<file path="config.mk">
export PLATFORM = sky130hd
export DESIGN_NAME = mux_sel_scanner_flat
export DESIGN_NICKNAME = d
export VERILOG_FILES = /design/src/rtl/mux_sel_scanner_if.sv /design/src/rtl/mux_sel_scanner.sv /design/src/flat_wrapper.sv
export SDC_FILE = /design/constraint.sdc
export NUM_CORES = 1
export LEC_CHECK = 0
export ABC_AREA = 1
export CAP_MARGIN = 20
export CORE_AREA = 3 3 40 42
export CTS_BUF_LIST = sky130_fd_sc_hd__clkbuf_8
export DETAILED_ROUTE_END_ITERATION = 12
export DIE_AREA = 0 0 43 45
export PLACE_DENSITY = 0.77
export SKIP_LAST_GASP = 1
export SLEW_MARGIN = 20
export SYNTH_ARGS = -nofsm -noshare
export SYNTH_HDL_FRONTEND = slang
export SYNTH_SLANG_ARGS = --single-unit
</file>
<file path="constraint.sdc">
create_clock -name clk -period 1.24 [get_ports clk]
set_input_delay 0.248 -clock clk [delete_from_list [all_inputs] [get_ports clk]]
set_output_delay 0.248 -clock clk [all_outputs]
set_load 0.05 [all_outputs]
</file>
<file path="src/rtl/mux_sel_scanner_if.sv">
// Handshake/bus bundle between the scan requester (plus the mux it observes) and
// the select scanner.
interface mux_sel_scanner_if #(
    parameter int unsigned SEL_W = 2
);
    localparam int unsigned N = 1 << SEL_W;

    logic             start;
    logic             y_in;
    logic [SEL_W-1:0] sel;
    logic             busy;
    logic             done;
    logic [N-1:0]     word;

    // Requester side: issues start and returns the mux output for the current select.
    modport master (
        output start,
        output y_in,
        input  sel,
        input  busy,
        input  done,
        input  word
    );

    // Scanner side.
    modport slave (
        input  start,
        input  y_in,
        output sel,
        output busy,
        output done,
        output word
    );
endinterface

</file>
<file path="src/rtl/mux_sel_scanner.sv">
// Steps an N:1 mux select through every input, holds each select for DWELL cycles,
// and assembles the Y sample taken on the last dwell cycle into a parallel word.
module mux_sel_scanner #(
    parameter int unsigned SEL_W = 2,
    parameter int unsigned DWELL = 4
) (
    input  logic                clk,
    input  logic                rst_n,
    mux_sel_scanner_if.slave    bus
);
    localparam int unsigned N     = 1 << SEL_W;
    localparam int unsigned CNT_W = (DWELL > 1) ? $clog2(DWELL) : 1;
    localparam logic [CNT_W-1:0] CNT_LAST = CNT_W'(DWELL - 1);
    localparam logic [SEL_W-1:0] SEL_LAST = SEL_W'(N - 1);

    typedef enum logic [1:0] {
        ST_IDLE = 2'd0,
        ST_SCAN = 2'd1,
        ST_DONE = 2'd2
    } state_t;

    state_t           state_q, state_d;
    logic [CNT_W-1:0] cnt_q,   cnt_d;
    logic [SEL_W-1:0] sel_q,   sel_d;
    logic             busy_q,  busy_d;
    logic             done_q,  done_d;
    logic [N-1:0]     word_q,  word_d;

    // State and registered outputs; reset mid-scan abandons the scan.
    always_ff @(posedge clk or negedge rst_n) begin
        if (!rst_n) begin
            state_q <= ST_IDLE;
            cnt_q   <= '0;
            sel_q   <= '0;
            busy_q  <= 1'b0;
            done_q  <= 1'b0;
            word_q  <= '0;
        end else begin
            state_q <= state_d;
            cnt_q   <= cnt_d;
            sel_q   <= sel_d;
            busy_q  <= busy_d;
            done_q  <= done_d;
            word_q  <= word_d;
        end
    end

    // Next-state and next-output logic.
    always_comb begin
        state_d = state_q;
        cnt_d   = cnt_q;
        sel_d   = sel_q;
        busy_d  = busy_q;
        done_d  = 1'b0;
        word_d  = word_q;

        unique case (state_q)
            ST_IDLE: begin
                sel_d  = '0;
                busy_d = 1'b0;
                if (bus.start) begin
                    state_d = ST_SCAN;
                    cnt_d   = '0;
                    busy_d  = 1'b1;
                end
            end

            ST_SCAN: begin
                busy_d = 1'b1;
                if (cnt_q == CNT_LAST) begin
                    // Last dwell cycle: Y has been settled for DWELL full cycles.
                    cnt_d         = '0;
                    word_d[sel_q] = bus.y_in;
                    if (sel_q == SEL_LAST) begin
                        state_d = ST_DONE;
                        busy_d  = 1'b0;
                        done_d  = 1'b1;
                    end else begin
                        sel_d = sel_q + SEL_W'(1);
                    end
                end else begin
                    cnt_d = cnt_q + CNT_W'(1);
                end
            end

            ST_DONE: begin
                state_d = ST_IDLE;
                sel_d   = '0;
                busy_d  = 1'b0;
            end

            default: begin
                state_d = ST_IDLE;
                cnt_d   = '0;
                sel_d   = '0;
                busy_d  = 1'b0;
            end
        endcase
    end

    assign bus.sel  = sel_q;
    assign bus.busy = busy_q;
    assign bus.done = done_q;
    assign bus.word = word_q;

endmodule
</file>
<file path="src/flat_wrapper.sv">
// flat-port wrapper written by rule: the top's interface ports become plain ports
module mux_sel_scanner_flat 
#(
    parameter int unsigned SEL_W = 2,
    parameter int unsigned DWELL = 4
)
  (clk, rst_n, bus_start, bus_y_in, bus_sel, bus_busy, bus_done, bus_word);
  mux_sel_scanner_if #(.SEL_W(SEL_W)) bus_i ();
  input  logic clk;
  input  logic rst_n;
  input wire logic [$bits(bus_i.start)-1:0] bus_start;
  input wire logic [$bits(bus_i.y_in)-1:0] bus_y_in;
  output wire logic [$bits(bus_i.sel)-1:0] bus_sel;
  output wire logic [$bits(bus_i.busy)-1:0] bus_busy;
  output wire logic [$bits(bus_i.done)-1:0] bus_done;
  output wire logic [$bits(bus_i.word)-1:0] bus_word;
  assign bus_i.start = bus_start;
  assign bus_i.y_in = bus_y_in;
  assign bus_sel = bus_i.sel;
  assign bus_busy = bus_i.busy;
  assign bus_done = bus_i.done;
  assign bus_word = bus_i.word;
  mux_sel_scanner #(.SEL_W(SEL_W), .DWELL(DWELL)) u_core (.clk(clk), .rst_n(rst_n), .bus(bus_i));
endmodule
</file>
# Word level (Yosys, flattened, before mapping)

Index checks and enable logic that the tools add are counted.

Output and inout bits: 8
Word-level logic and storage cells: 45
Register bits: 12
Input bits: 4

Reduce and logical (&&, ||, !) cells: 6
Magnitude comparators: 2
Multiplexer cells: 20
Bitwise gates (word level): 1
Equal/unequal tests: 8
Add/subtract/negate cells: 2

Operator list:

| kind                                                       | count |
|---|---|
| 2-to-1 mux 2 bit                                           | 8 |
| 2-to-1 mux 1 bit                                           | 7 |
| equality test 2 bit, second input constant                 | 3 |
| case mux 2 bit (3 select lines)                            | 1 |
| AND reduction 2 bit                                        | 3 |
| adder 2 x 1 -> 2 bit, second input constant                | 2 |
| bitwise mux 4 bit                                          | 1 |
| inequality test 2 x 1 -> 1 bit, second input constant      | 2 |
| inequality test 2 bit, second input constant               | 2 |
| case mux 2 bit (2 select lines)                            | 1 |
| less-than comparator 2 x 3 -> 1 bit, second input constant | 1 |
| AND reduction 3 bit                                        | 1 |
| demux 1 bit (select 2 bit)                                 | 1 |
| equality test 2 x 1 -> 1 bit, second input constant        | 1 |
| >= comparator 2 x 1 -> 1 bit, second input constant        | 1 |
| logical NOT 2 bit                                          | 1 |
| case mux 1 bit (2 select lines)                            | 1 |
| logical AND 1 bit                                          | 1 |
| NOT 1 bit                                                  | 1 |

# Depth between registers and ports, before layout

Gate-level depths: netlist of the first run.

Word-level depth: 5
Gate-level depth with buffers: 7
Depth with buffers taken out: 6

# Least setup slack after synthesis of the first run

Ideal clock, no wire load.

Kind: reg-to-reg
Start point: register u_core.sel_q[0] (netlist: u_core.bus.sel[0])
End point: register u_core.sel_q[1] (netlist: u_core.bus.sel[1])
Period minus slack after synthesis: 1.389 ns
Slack: -0.149 ns
Library setup time: 0.117 ns
Required time: 1.123 ns
Stages on the path, launching flop included: 5
Buffers on the path: 0
Data arrival time: 1.272 ns
Cell sequence: dfrtp_1 inv_1 ha_1 nor2_1 nor2_1

Cells in the longest elaborated chain, start to end: 4
Elaborated cells between the ends (all ways): 7
Those cells by class: 1 x add/sub; 2 x eq/ne; 3 x mux; 1 x reduce/logical

RTL lines:

| element                  | line                  | text |
|---|---|---|
| start: declaration       | mux_sel_scanner.sv:24 | `logic [SEL_W-1:0] sel_q, sel_d;` |
| start signal: assignment | mux_sel_scanner.sv:41 | `sel_q <= sel_d;` |
| adder 2 x 1 -> 2 bit     | mux_sel_scanner.sv:79 | `sel_d = sel_q + SEL_W'(1);` |
| 2-to-1 mux 2 bit         | mux_sel_scanner.sv:74 | `if (sel_q == SEL_LAST) begin` |
| 2-to-1 mux 2 bit         | mux_sel_scanner.sv:70 | `if (cnt_q == CNT_LAST) begin` |
| 2-to-1 mux 2 bit         | mux_sel_scanner.sv:57 | `unique case (state_q)` |

Several ways; a longest one is shown, not always the timed one. The select of a mux whose other input is x is not followed.
A chain may end at the register's enable or synchronous reset.

# Final worst setup path of the first run

Start point: register u_core.sel_q[0] (netlist: u_core.bus.sel[0])
End point: register u_core.word_q[0] (netlist: u_core.bus.word[0])

Cells in the longest elaborated chain, start to end: 5
Elaborated cells between the ends (all ways): 6
Those cells by class: 2 x order compare; 3 x mux; 1 x reduce/logical

RTL lines:

| element                                                                                                          | line                  | text |
|---|---|---|
| less-than comparator 2 x 3 -> 1 bit (not written as such) / >= comparator 2 x 1 -> 1 bit (equally long branches) | mux_sel_scanner.sv:73 | `word_d[sel_q] = bus.y_in;` |
| logical AND 1 bit (not written as such)                                                                          | mux_sel_scanner.sv:73 |  |
| 2-to-1 mux 1 bit (not written as such)                                                                           | mux_sel_scanner.sv:73 |  |
| demux 1 bit (select 2 bit) *                                                                                     | -                     |  |
| bitwise mux 4 bit *                                                                                              | mux_sel_scanner.sv:73 |  |
| end signal: assignment                                                                                           | mux_sel_scanner.sv:44 | `word_q <= word_d;` |
| end: declaration                                                                                                 | mux_sel_scanner.sv:27 | `logic [N-1:0] word_q, word_d;` |

Mark *: on every way between the ends. The rest lies on a longest branch, timed or not.

==> impl_metrics.toml, run 1 <==
[final_layout]
fin_area_um2 = 877
layout.nets = 89
finalNonFillerCells = 94
n_antenna_cell = 0
syn_to_final_growth_pct = 47.3
mostFrequentLayoutCells = "21 x nand2_1, 10 x dfrtp_1, 8 x buf_12"
regArea_um2 = 303
fin_util = 0.683
final_common_cell = "nand2_1"
drive_gt1_frac = 0.291
multi_input_area_um2 = 273
fillers = 100

[drt]
drt-vias-per-instance = 5.11
routedWlPerCell_um = 12.2
wirelength_um = 1150
num_vias = 480
ant_nets = 0
drt-initial-drc-count = 10
dr.pass1.iters = 4
drc = 0

[floorplan]
dieWidth_um = 43
row_count = 13
die_y_um = 45
core_area_um2 = 1280
die-area_um2 = 1940
initial_core_util = 0.463
pin_count = 12

[synth]
synth-seq-cells = 12
avgSynthCellArea_um2 = 9.31
netlist_area_um2 = 596
synth-main-ff-cell = "dfrtp_1"
synth_warnings = 0
synth_cells = 64
synthMuxAreaShare = 0
synth_fa_ha_area_frac = 0.105
synthArstFlopShare = 1.00
synth_edf_count = 0
synth_top_family_by_area = "simple AND/OR/NAND/NOR gates"
synth_simple_gate_area_share = 0.290
yosysUniqueCellTypes = 14
synth-xor-area-share = 0
synth_fp_nets = 73
seq_area_frac_synth = 0.504
synth-compound-area-share = 0.0378

[clock_tree]
path_clk_slew_ps = 50
clkLatencyLatePin_ps = 230
cts-root-buf = "clkbuf_8"
cts_buffers = 3
post-cts-setup-buffers = 0
clockBufferDepth = 2
cts_num_sinks = 12
cts_tree = "yes"
h-tree-depth = 1

[placed_design]
place_ws_ps = 0.202
portBuffers = 11
dp_hpwl_um = 897
placed_cell_area_um2 = 807
gp_congestion = 0.797
dp.cells = 90

[power]
power_density_nw_per_um2 = 3060
comb_power_share = 0.560
switching_share = 0.434
p_switching_mw = 1.17
pwr-share-seq = 0.289
total_power_mw = 2.68
peakVddDrop_mv = 1.96
internal-power_mw = 1.52
clkPwrFrac = 0.152
p_leak_nw = 0.443

[sta]
slew_violations = 0
rsz0062_at_grt = "false"
final.min_clock_period_ps = 1110
holdWs_ps = 315
worst_slack_ps = 135
max_freq_mhz = 905
finalSetupTns_ps = 0
period_share = 0.891
tightestPinTransition_ps = 231
relSlewSlack = 0.846
finalSetupViolCount = 0
skew_ps = 1.69
hold_violations = 0

[global_route]
grt_pass1_wl_um = 1950
antenna_found_initial = 0
grt_pass1_vias = 486
overflow = 0
grt_use_total = 0.136
grt_max_degree = 13

[min_path]
worstHoldPathType = "input pin to asynchronous set/reset pin"

[setup_path]
critPathSlowestCell = "dfrtp_2"
critPathMaxFanout = 5
crit_arrival_ps = 1220
worstSetupPathType = "flop to flop"
required_ps = 1360
cp-end-kind = "flop"
startpoint_type = "flop"
path_cells = "inv_1 > ha_1 > nand4_1 > nand2_1 > nand2_1"
slowest_delay_ps = 440
crit_top_cell = "nand2_1"

[status]
status = "finished clean"

[run]
drv_cap = 0
==> flip-flops by register name, indices dropped and copies added, names as in the netlist <==
signal           flops
u_core.state_q       2
u_core.bus.word      4
u_core.bus.done      1
u_core.bus.sel       2
u_core.cnt_q         2
u_core.bus.busy      1
==> area by class of cell <==
cell class,count,area share
Sequential cell,12,0.345
Multi-Input combinational cell,43,0.311
Timing Repair Buffer,12,0.225
Clock buffer,4,0.0628
Inverter,8,0.0342
Tap cell,15,0.0214
==> synth_stat cells, types with 2 or more instances <==
library cell / number / area (µm²)
nor2_1: 4 / 15.0
nand3_1: 2 / 10.0
nand2_1: 21 / 78.8
inv_1: 6 / 22.5
inv_2: 2 / 7.51
nand4_1: 6 / 37.5
ha_1: 5 / 62.6
dfrtp_1: 12 / 300
==> path summary, 6_finish.rpt <==
kind | from | to | slack, ps | cells after the start
min in group clk | u_core.cnt_q[1] | u_core.cnt_q[1] | 540 | 2
max in group asynchronous | rst_n | u_core.bus.sel[0] | 760 | 2
setup reg to reg | u_core.bus.sel[0] | u_core.bus.word[0] | 130 | 5
hold / removal | rst_n | u_core.bus.done | 320 | 2
setup / recovery | u_core.bus.sel[0] | u_core.bus.word[0] | 130 | 5
hold reg to reg | u_core.cnt_q[1] | u_core.cnt_q[1] | 540 | 2
==> critical path, delay by kind of cell, from the launching register on <==
family	cells	cell delay (ps)
flops	1	440
simple gates	3	220
fa+ha+maj	1	190
buf+inv	1	130
==> logic make-up after synthesis <==
| family | Yosys count |
|---|---|
| and+or+nand+nor | 35 |
| DFF | 12 |
| buffers and inverters | 9 |
| adders and majority gates | 5 |
| AOI/OAI and AO/OA | 3 |
==> repair_timing <==
| action | in CTS | in global routing |
|---|---|---|
| setup endpoints to repair | 1 | 2 |
| resized for setup | 1 | 2 |
| hold buffers | 0 | 0 |
| pin swaps | 0 | 0 |
==> power groups by stage <==
stage               logic, mW  clock network [mW]  registers (mW)
finish                   1.50               0.407           0.775
global route             1.62               0.433           0.795
CTS                      1.49               0.414           0.760
detailed placement       1.48                   0           0.763
global placement         1.43                   0           0.757
floorplan               0.488                   0            1.08
==> per-layer routing <==
metal | track usage | routed length (µm)
met1 | 0.144 | 470
met2 | 0.251 | 621
met3 | 0.0398 | 48
met4 | 0.0602 | 11
met5 | 0 | 0
No activity file was read; power rests on OpenSTA's default activity.
==> run 2, diff against run 1 <==
--- a/config.mk
+++ b/config.mk
@@ -9,11 +9,11 @@
 export CAP_MARGIN = 20
 export CORE_AREA = 3 3 40 42
 export CTS_BUF_LIST = sky130_fd_sc_hd__clkbuf_8
+export CTS_CLUSTER_DIAMETER = 50
 export DETAILED_ROUTE_END_ITERATION = 12
 export DIE_AREA = 0 0 43 45
 export PLACE_DENSITY = 0.77
 export SKIP_LAST_GASP = 1
-export SLEW_MARGIN = 20
 export SYNTH_ARGS = -nofsm -noshare
 export SYNTH_HDL_FRONTEND = slang
 export SYNTH_SLANG_ARGS = --single-unit
==> results of run 2 <==
No change in the layout: final DEF, timing and power equal those of run 1.
